--- config.mk ---
export PLATFORM = sky130hd
export DESIGN_NAME = pipelined_shift_unit
export DESIGN_NICKNAME = d
export VERILOG_FILES = /design/src/rtl/pipelined_shift_unit.sv
export SDC_FILE = /design/constraint.sdc
export NUM_CORES = 1
export LEC_CHECK = 0
export ABC_AREA = 1
export BUFFER_PORTS_ARGS = -buffer_cell sky130_fd_sc_hd__buf_2
export CAP_MARGIN = 20
export CORE_MARGIN = 2
export CORE_UTILIZATION = 35
export CTS_CLUSTER_DIAMETER = 40
export DETAILED_ROUTE_END_ITERATION = 8
export SYNTH_ARGS = -nofsm -noshare
export SYNTH_HDL_FRONTEND = slang
export SYNTH_SLANG_ARGS = --single-unit
--- constraint.sdc ---
create_clock -name clk -period 3 [get_ports clk]
set_clock_uncertainty 0.2 [all_clocks]
set_input_delay 0.45 -clock clk [delete_from_list [all_inputs] [get_ports clk]]
set_output_delay 0.45 -clock clk [all_outputs]
set_load 0.02 [all_outputs]
--- src/rtl/pipelined_shift_unit.sv ---
// Two-stage barrel shifter / field extender feeding the ALU shifter operand.
// S1 does the coarse (multiple-of-8) shift, S2 the fine shift and carry-out.
module pipelined_shift_unit #(
  parameter int WIDTH = 32,
  parameter int AMT_W = 8
) (
  input  logic             clk,
  input  logic             reset,
  input  logic             in_valid,
  output logic             in_ready,
  input  logic [2:0]       in_op,
  input  logic [WIDTH-1:0] in_operand,
  input  logic [AMT_W-1:0] in_amount,
  input  logic             in_carry,
  output logic             out_valid,
  input  logic             out_ready,
  output logic [WIDTH-1:0] out_result,
  output logic             out_carry
);

  localparam int LG = $clog2(WIDTH);
  localparam logic [31:0] WU = 32'(WIDTH);

  typedef enum logic [2:0] {
    K_BYP,
    K_LSL,
    K_LSR,
    K_ASR,
    K_ROR
  } kind_e;

  typedef struct packed {
    kind_e          kind;
    logic [WIDTH:0] x;
    logic [2:0]     fine;
    logic           c;
  } s1_t;

  function automatic logic [WIDTH-1:0] rotr(
    input logic [WIDTH-1:0] v,
    input logic [LG-1:0]    s
  );
    logic [31:0] l;
    l = WU - 32'(s);
    return (v >> s) | (v << l);
  endfunction

  logic             s1_valid;
  logic             s2_valid;
  logic             s1_advance;
  s1_t              s1_d;
  s1_t              s1_q;
  logic [WIDTH-1:0] s2_res;
  logic             s2_c;
  logic [WIDTH:0]   y;

  logic             op_lsl, op_lsr, op_asr, op_ror;
  logic             op_rrx, op_ext, op_sext, op_pass;
  logic [31:0]      n32;
  logic             zero_n;
  logic             big;
  logic             wide;
  logic [LG:0]      k;
  logic [LG:0]      kc;
  logic [LG-1:0]    m;
  logic [LG-1:0]    mc;
  logic [LG-1:0]    fidx;
  logic [WIDTH-1:0] mask;
  logic [WIDTH-1:0] low;

  assign op_lsl  = (in_op == 3'b000);
  assign op_lsr  = (in_op == 3'b001);
  assign op_asr  = (in_op == 3'b010);
  assign op_ror  = (in_op == 3'b011);
  assign op_rrx  = (in_op == 3'b100);
  assign op_sext = (in_op == 3'b101);
  assign op_ext  = (in_op == 3'b101) || (in_op == 3'b110);
  assign op_pass = (in_op == 3'b111);

  assign n32    = 32'(in_amount);
  assign zero_n = (n32 == 32'd0);
  assign big    = (n32 > WU);
  assign wide   = (n32 >= WU);
  // Clamp to W so the shift amount never exceeds the operand
  assign k      = wide ? WU[LG:0] : n32[LG:0];
  assign kc     = k & ~(LG+1)'(7);
  assign m      = n32[LG-1:0];
  assign mc     = m & ~LG'(7);
  assign fidx   = m - LG'(1);
  assign mask   = ~({WIDTH{1'b1}} << m);
  assign low    = in_operand & mask;

  always_comb begin
    s1_d      = '0;
    s1_d.kind = K_BYP;
    s1_d.x    = {1'b0, in_operand};
    s1_d.c    = in_carry;
    unique case (1'b1)
      op_lsl: begin
        if (big) begin
          s1_d.x = '0;
          s1_d.c = 1'b0;
        end else if (!zero_n) begin
          s1_d.kind = K_LSL;
          s1_d.x    = {1'b0, in_operand} << kc;
          s1_d.fine = k[2:0];
        end
      end
      op_lsr: begin
        if (big) begin
          s1_d.x = '0;
          s1_d.c = 1'b0;
        end else if (!zero_n) begin
          s1_d.kind = K_LSR;
          s1_d.x    = {in_operand, 1'b0} >> kc;
          s1_d.fine = k[2:0];
        end
      end
      op_asr: begin
        if (!zero_n) begin
          s1_d.kind = K_ASR;
          s1_d.x    = $signed({in_operand, 1'b0}) >>> kc;
          s1_d.fine = k[2:0];
        end
      end
      op_ror: begin
        if (!zero_n) begin
          s1_d.kind = K_ROR;
          s1_d.x    = {1'b0, rotr(in_operand, mc)};
          s1_d.fine = m[2:0];
        end
      end
      op_rrx: begin
        s1_d.x = {1'b0, in_carry, in_operand[WIDTH-1:1]};
        s1_d.c = in_operand[0];
      end
      op_ext: begin
        if (!zero_n && !wide) begin
          s1_d.x = {1'b0, (op_sext && in_operand[fidx]) ? (low | ~mask) : low};
        end
      end
      op_pass: begin
      end
      default: begin
      end
    endcase
  end

  // The extra bit of x carries the last bit shifted out
  always_comb begin
    y      = '0;
    s2_res = s1_q.x[WIDTH-1:0];
    s2_c   = s1_q.c;
    unique case (s1_q.kind)
      K_LSL: begin
        y      = s1_q.x << s1_q.fine;
        s2_res = y[WIDTH-1:0];
        s2_c   = y[WIDTH];
      end
      K_LSR: begin
        y      = s1_q.x >> s1_q.fine;
        s2_res = y[WIDTH:1];
        s2_c   = y[0];
      end
      K_ASR: begin
        y      = $signed(s1_q.x) >>> s1_q.fine;
        s2_res = y[WIDTH:1];
        s2_c   = y[0];
      end
      K_ROR: begin
        s2_res = rotr(s1_q.x[WIDTH-1:0], LG'(s1_q.fine));
        s2_c   = s2_res[WIDTH-1];
      end
      default: begin
      end
    endcase
  end

  assign s1_advance = s1_valid && (!s2_valid || out_ready);
  assign in_ready   = !s1_valid || s1_advance;
  assign out_valid  = s2_valid;

  always_ff @(posedge clk) begin
    if (reset) begin
      s1_valid   <= 1'b0;
      s2_valid   <= 1'b0;
      s1_q       <= '0;
      out_result <= '0;
      out_carry  <= 1'b0;
    end else begin
      if (in_ready) begin
        s1_valid <= in_valid;
        if (in_valid) s1_q <= s1_d;
      end
      if (s1_advance) begin
        s2_valid   <= 1'b1;
        out_result <= s2_res;
        out_carry  <= s2_c;
      end else if (out_ready) begin
        s2_valid <= 1'b0;
      end
    end
  end

endmodule

==> results.sh <==
export IMPL_rsz0062_at_grt="false"
export IMPL_synthDistinctLibCells=53
export IMPL_grt_pass1_wl_um=103000
export IMPL_cap_violations=0
export IMPL_cts_resized=0
export IMPL_drt_iter0_drc=2809
export IMPL_utilization_pct=41.0
export IMPL_gp_congestion=1.07
export IMPL_port_buffers=82
export IMPL_grt_overflow=0
export IMPL_die_x_um=187
export IMPL_drc_errors=0
export IMPL_cts_tree="yes"
export IMPL_crit_arrival_ns=2.85
export IMPL_wire_per_inst_um=24.5
export IMPL_syn_to_final_growth_pct=16.3
export IMPL_setup_violations_final=0
export IMPL_cp_data_required_time_ns=3.02
export IMPL_final_cells=2853
export IMPL_fp_row_count=67
export IMPL_fin_area_um2=13600
export IMPL_ant_nets=0
export IMPL_cts_root_buffer_cell="clkbuf_16"
export IMPL_timing_final_max_slew_violations=0
export IMPL_crit_fanout=28
export IMPL_fillCellCount=3911
export IMPL_cts_hold_buf=0
export IMPL_pin_count=83
export IMPL_diodes=0
export IMPL_antenna_found_initial=1
export IMPL_fin_nets=2456
export IMPL_setup_tns_ns=0
export IMPL_worstSetupStartpointType="flop"
export IMPL_cts_sinks=75
export IMPL_start_util_pct=35.3
export IMPL_grt_pass1_vias=15700
export IMPL_track_usage_pct=39.0
export IMPL_die_h_um=187
export IMPL_insertion_delay_ns=0.36
export IMPL_p_leak_uw=0.00647
export IMPL_cts_setup_buffers=0
export IMPL_powerDensity_nw_per_um2=307
export IMPL_critical_path_class="flop to flop"
export IMPL_ir_worst_vdd_uv=265
export IMPL_clk_path_buf_depth=2
export IMPL_dpl_hpwl_um=55100
export IMPL_finalPower_uw=4190
export IMPL_viasPerCell=6.03
export IMPL_fin_crit_sh_pct=94.1
export IMPL_finalCriticalPeriod_ns=2.82
export IMPL_synth_area_um2=11700
export IMPL_fmax_mhz=354
export IMPL_worstSetupEndpointType="flop"
export IMPL_vias=17200
export IMPL_hold_class="primary input to flop"
export IMPL_synth_seq_cells=75
export IMPL_synthCells=2296
export IMPL_syn_num_nets=2352
export IMPL_clk_pin_slew_ns=0.06
export IMPL_yosys_warnings=0
export IMPL_placed_area_um2=13300
export IMPL_grt_max_degree=64
export IMPL_outcome="finished clean"
export IMPL_core_um2=33300
export IMPL_final_layout_size_suffix_gt1_share_pct=13.4
export IMPL_routed_wl_um=70000
export IMPL_yosysSeqAreaShare_pct=12.8
export IMPL_dp_cells=2837
export IMPL_cts_buffers_inserted=9
export IMPL_die_area_um2=35000
export IMPL_hold_violations=0
export IMPL_first_pass_iters=7
export IMPL_synth_area_per_cell_um2=5.11
export IMPL_slew_limit_headroom_pct=46.0
export IMPL_htreeDepth=3
export IMPL_worstMarginPinSlew_ns=0.801
-- power by group --
group          switching, uW  internal (uW)  total [uW]
combinational           1310            558        1870
clock                    465            727        1190
sequential              70.0           1060        1130
-- metrics by stage --
| stage | hold slack (ns) | worst slack, ns |
|---|---|---|
| finish | 0.190 | 0.177 |
| global route | 0.221 | 0.00142 |
| CTS | 0.187 | 0.287 |
| detailed placement | 0.252 | 0.0846 |
| global placement | 0.252 | 0.107 |
| floorplan | 0.255 | 0.222 |
-- per-layer routing --
layer | vias to the layer above | part of all wire [%] | GRT usage [%]
met2 | 1141 | 40 | 54.7
met5 | - | 0.019 | 0
met3 | 150 | 14 | 11.9
met4 | 2 | 3.4 | 12.5
met1 | 8045 | 43 | 56.3
li1 | 7854 | - | -
-- state kept, by name, summed over array words and instances (netlist names) --
| register | count |
|---|---|
| out_carry | 1 |
| out_result | 32 |
| out_valid | 1 |
| s1_q | 40 |
| s1_valid | 1 |
-- cell families after synthesis --
| logic type | Yosys count | share of synthesized area [%] |
|---|---|---|
| compound gates | 612 | 28.3 |
| xor+xnor | 1 | 0.139 |
| fa+ha+maj | 8 | 0.853 |
| buf+inv | 305 | 11.5 |
| mux | 8 | 0.682 |
| flops | 75 | 12.8 |
| simple gates | 1287 | 45.8 |
-- synthesized netlist by cell type (all sizes together) --
cell     number  area [um^2]
nand3b        4         42.5
a31oi        10         62.6
a22oi         2         15.0
nand4        26          163
nand3       200         1020
dfxtp        75         1500
o22ai         4         25.0
clkinv        2         7.51
o31ai         6         45.0
o211ai       28          210
a32oi         4         35.0
clkbuf       56          210
nor3         13         70.1
a211oi        3         22.5
o221ai        2         17.5
mux2i         8         80.1
a21o          1         7.51
o2bb2ai       1         8.76
o21bai        7         52.6
ha            8          100
xor2          1         16.3
a22o          3         26.3
a221o         1         10.0
buf          90          532
nand2       860         3270
nor2        174          743
o2111ai       4         35.0
or2          10         62.6
a211o         1         8.76
inv         157          597
o21ai       303         1520
a21oi       220         1130
o21a         10         75.1
a21boi        2         15.0
-- worst max-delay path: stages, from the launching register on --
cell      delay (ns)
dfxtp_1         0.57
inv_2           0.09
ha_1            0.33
inv_2           0.36
nor2_1          0.14
o21ai_0         0.52
buf_4           0.21
a21oi_1         0.05
o21bai_1        0.13
a21oi_1         0.07
-- layout make-up --
type	count	area, um^2	area share (%)
sequential	75	1500	11.0
clock inverter	7	92.6	0.679
inverter	159	604	4.43
timing repair buffer	239	1760	12.9
clock buffer	9	225	1.65
tap	448	561	4.11
multi-input combinational	1916	8890	65.2
-- cells in the final DEF, fill, tap and decap left out, drive strengths merged, types with 7 or more instances in the layout --
cell type,instances
clkbuf,9
o21a,10
a31oi,10
nand4,26
nor3,13
nand3,200
nor2,174
inv,157
o211ai,28
clkinv,7
nand2,860
ha,8
a21oi,220
o21bai,7
or2,10
mux2i,8
o21ai,303
dfxtp,75
buf,239
-- final timing paths --
| path | from | endpoint | slack (ns) | depth (start not counted) |
|---|---|---|---|---|
| max | s1_q[3] | out_result[26] | 0.18 | 9 |
| max reg2reg | s1_q[3] | out_result[26] | 0.18 | 9 |
| min | out_ready | out_valid | 0.19 | 4 |
| min reg2reg | out_result[5] | out_result[5] | 0.26 | 2 |
Power figures use the tool's default switching activity.
